===== src/rtl/bsg_mcl_request_scheduler.sv =====
// bsg_mcl_request_scheduler: round-robin arbiter that feeds host request queues into one credited endpoint channel, with a drain-and-wait fence
// Optional: define BSG_MCL_SCHED_STATS_EN to get per-queue 32-bit transfer counters on stats_o (otherwise stats_o is tied to 0)
module bsg_mcl_request_scheduler #(
  parameter int num_req_p = 4,
  parameter int max_out_credits_p = 16,
  localparam int credits_width_lp = $clog2(max_out_credits_p+1),
  localparam int id_width_lp = $clog2(num_req_p)
) (
  input  logic                                clk_i,
  input  logic                                reset_n_i,
  input  logic [num_req_p-1:0]                req_v_i,
  input  logic [num_req_p-1:0][127:0]         req_data_i,
  output logic [num_req_p-1:0]                req_ready_o,
  output logic                                out_v_o,
  output logic [127:0]                        out_data_o,
  input  logic                                out_ready_i,
  input  logic [credits_width_lp-1:0]         out_credits_i,
  input  logic                                fence_i,
  output logic                                fence_done_o,
  output logic [id_width_lp-1:0]              grant_id_o,
  output logic [num_req_p-1:0][31:0]          stats_o
);
  typedef enum logic [1:0] {RUN, FENCE_WAIT, FENCE_DONE} state_e;
  state_e state_r, state_n;
  logic [id_width_lp-1:0] last_r, winner, cand;
  logic found, grant, xfer;
  assign xfer = out_v_o & out_ready_i;
  assign grant = reset_n_i && state_r == RUN && !fence_i && out_credits_i != '0 && (!out_v_o || out_ready_i) && found;
  // round-robin search starting just after the last winner
  always_comb begin
    winner = '0;
    cand = '0;
    found = 1'b0;
    for (int k = 1; k <= num_req_p; k++) begin
      cand = id_width_lp'((int'(last_r) + k) % num_req_p);
      if (!found && req_v_i[cand]) begin
        found = 1'b1;
        winner = cand;
      end
    end
  end
  // fence state register
  always_ff @(posedge clk_i or negedge reset_n_i)
    if (!reset_n_i) state_r <= RUN;
    else state_r <= state_n;
  // fence next state: the wait only ends once the register is empty and every credit is back
  always_comb begin
    state_n = state_r;
    case (state_r)
      RUN:        state_n = fence_i ? FENCE_WAIT : RUN;
      FENCE_WAIT: state_n = (!out_v_o && out_credits_i == credits_width_lp'(max_out_credits_p)) ? FENCE_DONE : FENCE_WAIT;
      FENCE_DONE: state_n = fence_i ? FENCE_DONE : RUN;
      default:    state_n = RUN;
    endcase
  end
  // outputs decoded from the fence state and the grant decision
  always_comb begin
    req_ready_o = '0;
    if (grant) req_ready_o[winner] = 1'b1;
    fence_done_o = state_r == FENCE_DONE;
  end
  // output register: load on grant, empty on a transfer without a refill, hold otherwise
  always_ff @(posedge clk_i or negedge reset_n_i)
    if (!reset_n_i) begin
      out_v_o <= 1'b0;
      out_data_o <= '0;
      grant_id_o <= '0;
      last_r <= id_width_lp'(num_req_p-1);
    end else if (grant) begin
      out_v_o <= 1'b1;
      out_data_o <= req_data_i[winner];
      grant_id_o <= winner;
      last_r <= winner;
    end else if (out_ready_i) out_v_o <= 1'b0;
`ifdef BSG_MCL_SCHED_STATS_EN
  for (genvar g = 0; g < num_req_p; g++) begin : g_stats
    logic [31:0] cnt_r;
    // count transfers of packets granted to this queue, wrapping naturally
    always_ff @(posedge clk_i or negedge reset_n_i)
      if (!reset_n_i) cnt_r <= '0;
      else if (xfer && grant_id_o == id_width_lp'(g)) cnt_r <= cnt_r + 32'd1;
    assign stats_o[g] = cnt_r;
  end
`else
  assign stats_o = '0;
  logic unused;
  assign unused = xfer;
`endif
endmodule

===== config.mk =====
export PLATFORM = sky130hd
export DESIGN_NAME = bsg_mcl_request_scheduler
export DESIGN_NICKNAME = d
export VERILOG_FILES = /design/src/rtl/bsg_mcl_request_scheduler.sv
export SDC_FILE = /design/constraint.sdc
export NUM_CORES = 1
export LEC_CHECK = 0
export CAP_MARGIN = 20
export CORE_AREA = 2 2 308 310
export DETAILED_ROUTE_END_ITERATION = 10
export DIE_AREA = 0 0 310 312
export GPL_TIMING_DRIVEN = 0
export SLEW_MARGIN = 30
export SYNTH_ARGS = -nofsm -noshare
export SYNTH_HDL_FRONTEND = slang
export SYNTH_SLANG_ARGS = --single-unit

===== constraint.sdc =====
create_clock -name clk_i -period 3 [get_ports clk_i]
set_input_delay 0.45 -clock clk_i [delete_from_list [all_inputs] [get_ports clk_i]]
set_output_delay 0.45 -clock clk_i [all_outputs]
set_load 0.05 [all_outputs]

## Word level (Yosys, flattened, before mapping)

Cells that the tools add are included.

- Register bits after elaboration: 135
- Input port bits: 525
- Word-level logic and storage cells: 64

- Add/sub/neg operators: 4
- Order comparisons: 6
- Equal/unequal tests: 3
- Multiplexer cells: 27
- Reductions and logical operators: 19

Operator list:

| kind | number |
|---|---|
| 128-bit binary-select mux with 2-bit select | 1 |
| 128-bit 2-to-1 mux | 1 |
| 2-bit by 3-bit < comparator with 1-bit output, second input constant | 5 |
| 1-bit 2-to-1 mux | 12 |
| 2-bit 2-to-1 mux | 6 |
| 1-bit logical AND | 10 |
| 1-bit binary-select mux with 2-bit select | 4 |
| 2-bit one-hot mux with 3 select lines | 1 |
| 5-bit == test, second input constant | 1 |
| 1-bit zero test | 5 |
| 5-bit nonzero test | 1 |
| 2-bit by 1-bit adder with 2-bit output, second input constant | 2 |
| 2-bit adder, second input constant | 2 |
| 4-bit 2-to-1 mux | 1 |
| 1-bit demux with 2-bit select | 1 |
| 2-bit by 1-bit == test with 1-bit output, second input constant | 1 |
| 2-bit == test, second input constant | 1 |
| 2-bit by 1-bit greater-or-equal comparator with 1-bit output, second input constant | 1 |
| 2-bit zero test | 1 |
| 2-bit nonzero test | 1 |
| 1-bit logical OR | 1 |

## Longest topological paths before layout

Gate-level depths: netlist of run 1.

- Word-level depth: 18
- Depth in mapped cells: 9

## Worst setup path after synthesis of run 1

No wires, ideal clock.

- Path type: register -> output
- From: register out_v_o
- To: output port req_ready_o[0]
- Arrival time: 2779 ps
- Required time: 2550 ps
- Path slack: -229 ps
- Stages on the path, launching flop included: 9
- Cells stage by stage: dfrtp_1 -> nand2b_1 -> nand2_1 -> or2_1 -> buf_2 -> buf_4 -> buf_4 -> buf_2 -> nor3_1

- Word-level cells in the longest chain between the ends: 5

Ends and longest elaborated chain:

| what | line | source |
|---|---|---|
| start, declared | 14 | `output logic out_v_o,` |
| start signal, assigned | 65 | `out_v_o <= 1'b0;` |
| start signal, assigned | 70 | `out_v_o <= 1'b1;` |
| start signal, assigned | 74 | `end else if (out_ready_i) out_v_o <= 1'b0;` |
| 1-bit zero test | 28 | `assign grant = reset_n_i && state_r == RUN && !fence_i && out_credits_i != '0 && (!out_v_o \|\| out_ready_i) && ...` |
| 1-bit logical OR | 28 |  |
| 1-bit logical AND (2 in series) | 28 |  |
| 4-bit 2-to-1 mux | 59 | `if (grant) req_ready_o[winner] = 1'b1;` |
| end, declared | 13 | `output logic [num_req_p-1:0] req_ready_o,` |

Every way passes these cells.

## Worst setup path in the final report of run 1

- From: register state_r[0]
- To: output port req_ready_o[1]

- Word-level cells in the longest chain between the ends: 7

Ends and longest elaborated chain:

| what | line | source |
|---|---|---|
| start, declared | 24 | `state_e state_r, state_n;` |
| start signal, assigned | 45 | `else state_r <= state_n;` |
| 2-bit zero test | 28 |  |
| 1-bit logical AND (5 in series) | 28 |  |
| 4-bit 2-to-1 mux | 59 |  |

Every way passes these cells.

==> metrics, run 1 <==
Reg2Reg Capture Point=out_data_o[1]$_DFFE_PN0P_; first-pass detailed-route iteration total=5; clk slew on worst S/H paths=0.07 ns; Max H-tree Level=4; number of synthesized flops with an enable pin=0; sequential-to-total area share from yosys stat=0.3326; P&R area growth vs syn=98.45%; Synth Cell Area=10170 µm²; Synth Area in Compound Gates=0.2970; clock buffer depth=2; largest family of logic cells by synthesized area=compound AO/OA/AOI/OAI gates; multiplexer share of the synthesized area=0.04825; Sink Count=135; Worst Path Required=2.55 ns; worst-margin pin slew=around 0.90 ns; Final HPWL DP=57.61 mm; GP Congestion=0.8895; Mean Syn Cell Area=8.279 µm²; Synth top area share=0.3274; CTS buffer count=17; Final period util=0.9658; Clk Latency, worst-skew pair=0.51 ns; Post-Place Worst Slack=-2.781 ns; Leak=around 8.6 nW; Non-Filler Instances=3334; ys flop type=dfrtp_1; number of distinct library cells after synthesis=44; maximum vdd drop=around 0.00045 V; die width=310 µm; Initial Utilization=0.1093; clk root buf=clkbuf_16; gr usage total=0.1450; worst setup path start=state_r[0]$_DFF_PN0_; vias=12960; CP Max Fanout=10; R2R depth=9; worst clock skew=about 0.017 ns; most frequent cells after synthesis=227 x nand2_1, 133 x dfrtp_1, 131 x buf_4; highest clock rate=0.3452 GHz; Crit Reg-Reg Startpoint=last_r[0]$_DFFE_PN1P_; DRT Wirelength=72.94 mm; I/O Buffers=660; nets@finish=2585; Die H=312 µm; # Max-Cap Violations=0; Hold Vio Cnt, Final=0; Post-Syn Instances=1228; Routed Antenna Nets=0; Slew Limit Fails=0; 1st-iter DRT viols=806; outcome=finished, final reports clean; most frequent cell after synthesis=nand2_1; Critical Path End=req_ready_o[1]; nature of the critical path endpoint=output port; Syn. warnings=0; final core occ=0.2168; CTS tree=built; vias per std cell=3.888; post-synth top area cell=dfrtp_1; layout cells sized above 1=0.1452; GR Overflow Total=0; unrepaired setup endpoints after global routing=no; Seq cells post-synth=135; IO Pins=a little under 800; Adder-Cell Fraction of Synth Area=0; # DRC=0; xor/xnor share of the synthesized area=0; ys async rst share=1.000; number of fill cells=10420; vias in the first global route=13450; die area=just under 100000 µm²; Post-Synth Simple-Gate Area=0.1696; internal reg-to-reg setup slack=approximately 0.18 ns; startpoint types=register; WS Path Type=reg2out; largest net degree at the start of global routing=54; Worst Hold Class=in2async; DP Cell Count=3273; Tot Pwr=16.94 mW; WL per Instance=21.88 µm; hold slack=0.04882 ns; Synth area leaders=dfrtp_1 33%, buf_4 9.7%, nand2_1 8.4%; first-pass GRT wire length=roughly 98 mm; crit path time final=just under 3 ns; WP data arrival=2.45 ns; power density cells=about 840 nW/µm²; Setup-failing EPs final=0; # rows=112; initial antenna violation count=9; core outline area=93050 µm²; slew margin rel.=0.4029; setup ws final=0.1027 ns
## per-layer routing
| layer | global-route usage | vias to the layer above | share of wire |
|---|---|---|---|
| met2 | 0.2405 | 761 | 0.47 |
| met5 | 0 | - | 0 |
| met1 | 0.1673 | 6129 | 0.40 |
| met4 | 0.07795 | 0 | 0.046 |
| met3 | 0.04231 | 123 | 0.084 |
| li1 | - | 5951 | - |
## area by class of cell
cell class | instances | area [µm²] | share of cell area
repair buffers | 695 | 7077 | 0.3508
clock inverters | 15 | 225.2 | 0.01116
clock buffers | 17 | 425.4 | 0.02109
plain buffers | 234 | 1583 | 0.07845
well taps | 1254 | 1569 | 0.07777
inverters | 18 | 75.07 | 0.003721
diodes | 7 | 17.52 | 0.0008683
multi-input cells | 959 | 5821 | 0.2885
flip-flops and latches | 135 | 3382 | 0.1676
## power by group
part | total [mW] | internal (mW) | switching [mW]
logic | 11.1 | 3.89 | 7.24
registers | 3.24 | 2.70 | 0.543
clock network | 2.56 | 1.48 | 1.09
## metrics by stage
| step | area (µm²) | setup TNS (ns) |
|---|---|---|
| floorplan | 10650 | 0 |
| global placement | 18820 | -1715.08 |
| detailed placement | 18930 | -129.35 |
| CTS | 20140 | -0.5211 |
| global route | 20160 | 0 |
| finish | 20170 | 0 |
## what timing repair did
item | CTS | global route
endpoints found under the setup margin | 113 | 24
hold buffers | 6 | 0
resized for setup | 99 | 18
setup buffers | 19 | 3
hold endpoints to repair | 23 | 0
pin swaps | 10 | 6
cloned | 1 | 2
## worst min path at each step
stage                                  to                  startpoint  cells after the start
2_1_floorplan   grant_id_o[0]$_DFFE_PN0P_                   reset_n_i                      0
6_report       out_data_o[77]$_DFFE_PN0P_                   reset_n_i                      3
3_5_place_dp   out_data_o[38]$_DFFE_PN0P_                   reset_n_i                      1
5_1_grt               out_v_o$_DFFE_PN0P_                   reset_n_i                      2
3_3_place_gp   out_data_o[72]$_DFFE_PN0P_  out_data_o[72]$_DFFE_PN0P_                      2
4_1_cts        out_data_o[93]$_DFFE_PN0P_                   reset_n_i                      2
## placed cells by master, fill, tap and decap left out, types with 4 or more instances in the layout
cell type / n
nor2_1: 58
o21a_1: 14
clkbuf_1: 42
bufinv_16: 5
a211o_1: 14
a2bb2oi_1: 50
o211a_1: 17
nor2b_1: 5
conb_1: 128
o31ai_1: 59
buf_16: 6
nand2_1: 224
mux2_2: 16
clkinvlp_4: 4
diode_2: 7
mux2i_1: 31
buf_2: 42
a221o_1: 14
o21ai_0: 81
o2111ai_1: 66
buf_1: 4
clkbuf_2: 5
and3_1: 62
o211ai_1: 66
dfrtp_1: 132
buf_12: 8
nand3_1: 16
inv_1: 16
clkdlybuf4s50_1: 652
buf_4: 153
inv_6: 4
clkbuf_16: 20
buf_6: 5
## cell families after synthesis
logic type             after synthesis
DFF                                135
buffers and inverters              261
other                                1
and+or+nand+nor                    390
AOI/OAI and AO/OA                  394
muxes                               47
## state kept, by name (all words and copies together) (netlist names)
signal / flops
out_data_o: 128
grant_id_o: 2
last_r: 2
state_r: 2
out_v_o: 1
## worst max-delay path, cell delays in order (launching register included)
cell and delay (ns):
dfrtp_2 0.43, nor4b_4 0.35, nand2_2 0.12, or2_4 0.30
buf_4 0.17, nor3_4 0.13, buf_4 0.22, buf_4 0.22
No activity file was read; power rests on OpenSTA's default activity.
==> inputs of run 2 (changes only) <==
Settings changed: CAP_MARGIN 20 to default.
==> results of run 2 <==
No change in the layout: final DEF, timing and power equal those of run 1.
==> patch 1: new RTL, settings of run 1 <==
Build with the macro `BSG_MCL_SCHED_STATS_EN` defined.
--- a/src/rtl/bsg_mcl_request_scheduler.sv
+++ b/src/rtl/bsg_mcl_request_scheduler.sv
@@ -1,4 +1,6 @@
 // bsg_mcl_request_scheduler: round-robin arbiter that feeds host request queues into one credited endpoint channel, with a drain-and-wait fence
 // Optional: define BSG_MCL_SCHED_STATS_EN to get per-queue 32-bit transfer counters on stats_o (otherwise stats_o is tied to 0)
+`define BSG_MCL_SCHED_STATS_EN
+
 module bsg_mcl_request_scheduler #(
   parameter int num_req_p = 4,
Check against the original RTL: not equivalent (a bounded check fails within 4 cycles, from zero or initial values and one cycle with reset_n_i low).
==> patch 1 against run 1 <==
  * Setup slack worse by 0.045 ns
  * Design area is 35% higher
  * Via count is 25% higher
  * Total power is 25% higher
  * Sequential share of layout area is 7.4 points higher
  * Fmax is 1.5% lower
  * Register-to-register slack worse by 0.08 ns
  * First-iteration DRC count is 23% higher
  * Sequential cell count is 128 higher
  * Synthesized cell count is 18% higher
  * Routed wire length is 29% higher
  * Synthesized area is 57% higher
  * Critical path type is now input pin to primary output
  * Largest cell class unchanged
  * Largest power group unchanged
==> patch 1: results (changes against run 1) <==
* Grt met1 use at 22.6% (+5.9 points)
* Tot GR Track Use at 18.7% (+4.2 points)
* Share of layout cells above drive strength 1 at 13.2% (-1.4 points)
* GRT met3 Usage at 6.03% (+1.8 points)
* Post-CTS setup buffers at 11 (-8)
* Register area share after synthesis at 41.2% (+7.9 points)
* Antenna violations before repair at 30 (+21)
* F_max at 340 MHz (-1.5%)
* RR Endpoint: out_data_o[106]
* Top sig layer: met5
* Placer Congestion at 0.879 (-1.2%)
* Flop-to-flop setup slack at 0.10 ns (-0.08 ns)
* Leak at 10.2 nW (+19%)
* Final Non-Filler Cells at 3593 (+7.8%)
* Hold WS at 0.0206 ns (-0.0282 ns)
* Worst-case reg-to-reg path depth at 7 (-2)
* Fill count at 9810 (-5.8%)
* Area contributors post-synth: dfrtp_1, o2111a_1, mux2i_1, a2111oi_2, xnor2_1
* Worst setup endpoint: req_ready_o[2]
* Delay of the slowest critical-path stage at 0.62 ns (+0.19 ns)
* Routed WL at 94000 um (+29%)
* CTS clock-pin slew for the worst setup and hold paths at 0.05 ns (-0.02 ns)
* Maximum VDD drop at 449 uV (+0.54%)
* Crit path from: out_credits_i[0]
* Post-synthesis compound-gate area fraction at 27.2% (-2.5 points)
* Met2 Track Usage GR at 31.5% (+7.5 points)
* Met3 Wirelength at 8610 um (+40%)
* Vias in the first global route at 16.8k (+25%)
* Place WS at -2.47 ns (+0.313 ns)
* Placed cell areas at 25600 sq um (+35%)
* Status: finished clean
[patch 1: cell types whose count changed after synthesis, moves of 64 or more]
| cell | delta |
|---|---|
| nand2_1 | -169 |
| a211oi_1 | +64 |
| buf_4 | -126 |
| o2111ai_1 | -66 |
| dfrtp_1 | +128 |
| nor2_1 | +96 |
| mux2i_1 | +96 |
| o2111a_1 | +127 |
| xnor2_1 | +96 |
| o21ai_0 | -80 |
| o211ai_1 | -65 |
[patch 1: final cells by class]
type / count / area, sq um / share of cell area [%]
Antenna cell: 13 / 32.5 / 0.119
Buffer: 144 / 788 / 2.89
Clock buffer: 53 / 1030 / 3.80
Clock inverter: 11 / 166 / 0.611
Inverter: 9 / 33.8 / 0.124
Multi-Input combinational cell: 1032 / 8790 / 32.3
Sequential cell: 263 / 6590 / 24.2
Tap cell: 1254 / 1570 / 5.76
Timing Repair Buffer: 814 / 8240 / 30.2
[patch 1: where the power goes]
part,switching (mW),internal [mW]
sequential,0.649,4.50
combinational,7.55,3.98
clock,1.79,2.66
total,10.0,11.1
==> patch 2: new RTL, config.mk and constraints of run 1 <==
Without the edit above. The 3 states of `state_e` get a one-hot encoding in 3 bits.
--- a/src/rtl/bsg_mcl_request_scheduler.sv
+++ b/src/rtl/bsg_mcl_request_scheduler.sv
@@ -21,5 +21,5 @@
   output logic [num_req_p-1:0][31:0]          stats_o
 );
-  typedef enum logic [1:0] {RUN, FENCE_WAIT, FENCE_DONE} state_e;
+  typedef enum logic [2:0] {RUN = 3'b001, FENCE_WAIT = 3'b010, FENCE_DONE = 3'b100} state_e;
   state_e state_r, state_n;
   logic [id_width_lp-1:0] last_r, winner, cand;
Check against the original RTL: same outputs for any inputs over 4 cycles, from zero or initial values and one cycle with reset_n_i low; so few cycles prove little.
==> patch 2 against run 1 <==
  * Sequential cell count is 1 higher
  * Synthesized cell count is 14% lower
  * Setup slack worse by 0.039 ns
  * Largest cell class unchanged
  * Synthesized area is 1.6% higher
  * Routed wire length is 9.3% lower
  * Design area is 0.71% lower
  * Largest power group unchanged
  * Total power is 7.7% higher
  * Register-to-register slack better by 0.08 ns
==> patch 2: results (changes against run 1) <==
* DP Cell Count at 3105 (-5.1%)
* Mux share of post-synthesis cell area at 12.4% (+7.6 points)
* Vias after detailed routing at 11.5k (-12%)
* DP HPWL at 53300 um (-7.5%)
* Maximum VDD drop at 447 uV (+0.14%)
* Fill count at 10.4k (-0.48%)
* Post-CTS setup buffers at 9 (-10)
* Worst Max-Slew Pin Slew at 0.932 ns (+0.0362 ns)
* Antenna violations before repair at 14 (+5)
* Tot GR Track Use at 13.2% (-1.3 points)
* Drt pass-1 iters at 6 (+1)
* Post-synthesis compound-gate area fraction at 31.4% (+1.7 points)
* Leak at 8.20 nW (-4.4%)
* Resize count post-CTS at 55 (-44%)
* Place WS at -1.71 ns (+1.07 ns)
* Register area share after synthesis at 33.0% (-0.27 points)
* Unique masters post-synth at 42 (-4.5%)
* Delay-heaviest family, CP: simple AND/OR/NAND/NOR gates
* DRT iter0 DRCs at 413 (-49%)
* Crit-path max FO at 3 (-7)
* XOR/XNOR share of the synthesized area at 0.0848% (+0.085 points)
* Share of layout cells above drive strength 1 at 20.0% (+5.5 points)
* Hold Buf Count CTS at 8 (+2)
* Avg Cell Area, Syn at 9.73 sq um (+17%)
* Clk root buf: clkbuf_16
* Avg WL per Cell at 20.9 um (-4.3%)
* First-pass GRT wire length at 89000 um (-9.5%)
* Slowest-stage cell, CP: dfstp_2
* Clock Skew at 0.00836 ns (-0.00817 ns)
* Synth Register Bits at 136 (+0.74%)
* Synth cell count leaders: a21oi_1, nor2_1, dfrtp_1
* Clk_lat worst skew at 0.50 ns
* Area contributors post-synth: dfrtp_1, a221oi_2, a21oi_1, mux2i_1, buf_4
* # H-tree levels at 4 (unchanged)
* Placed cell areas at 19100 sq um (+0.65%)
* Max Root-Sink Buffers at 2 (unchanged)
* Via-per-instance ratio at 3.63 (-6.8%)
* Placer Congestion at 0.820 (-7.8%)
* Delay of the slowest critical-path stage at 0.53 ns (+0.10 ns)
* Largest net degree at the start of global routing at 55 (+1.9%)
* Vias in the first global route at 12.2k (-9.5%)
* Nets at 2411 (-6.7%)
* Status: finished clean
## patch 2: cell count changes after synthesis, sizes merged, moves of 17 or more
cell	change
inv	-17
a2bb2oi	-50
buf	-27
o211ai	-66
a221oi	+128
o31ai	-59
nor2	+78
mux2i	+97
a21oi	+258
o2111ai	-66
o21ai	-80
and3	-62
nand2	-220
o211a	-17
## patch 2: final timing paths
kind	start	endpoint	slack (ns)	cells past startpoint
min in group clk_i	grant_id_o[1]	grant_id_o[1]	0.48	2
max in group asynchronous	reset_n_i	out_data_o[123]	1.21	4
hold reg to reg	grant_id_o[1]	grant_id_o[1]	0.48	2
setup / recovery	state_r[0]	req_ready_o[0]	0.06	7
hold / removal	reset_n_i	out_data_o[42]	0.34	2
setup reg to reg	last_r[0]	out_data_o[44]	0.26	8
## patch 2: per-layer routing
| metal | part of all wire (%) | up-vias | GRT usage, % |
|---|---|---|---|
| met2 | 47 | 575 | 21.7 |
| met1 | 41 | 5455 | 15.6 |
| li1 | - | 5339 | - |
| met3 | 8.3 | 88 | 3.97 |
| met5 | 0.079 | - | 0 |
| met4 | 3.7 | 8 | 6.20 |
## patch 2: final cells by class
class / count / area, sq um / area share [%]
repair buffers: 682 / 6890 / 34.4
multi-input cells: 823 / 5830 / 29.1
flip-flops and latches: 136 / 3410 / 17.0
plain buffers: 225 / 1700 / 8.48
well taps: 1254 / 1570 / 7.83
clock buffers: 19 / 453 / 2.26
clock inverters: 13 / 153 / 0.762
diodes: 9 / 22.5 / 0.112
inverters: 1 / 3.75 / 0.0187
## patch 2: report_power, final
group          leakage (nW)  internal, mW  switching (mW)
clock                 0.287          1.34           0.988
sequential             1.51          2.76           0.618
combinational          6.40          4.29            8.25
total                  8.20          8.39            9.85
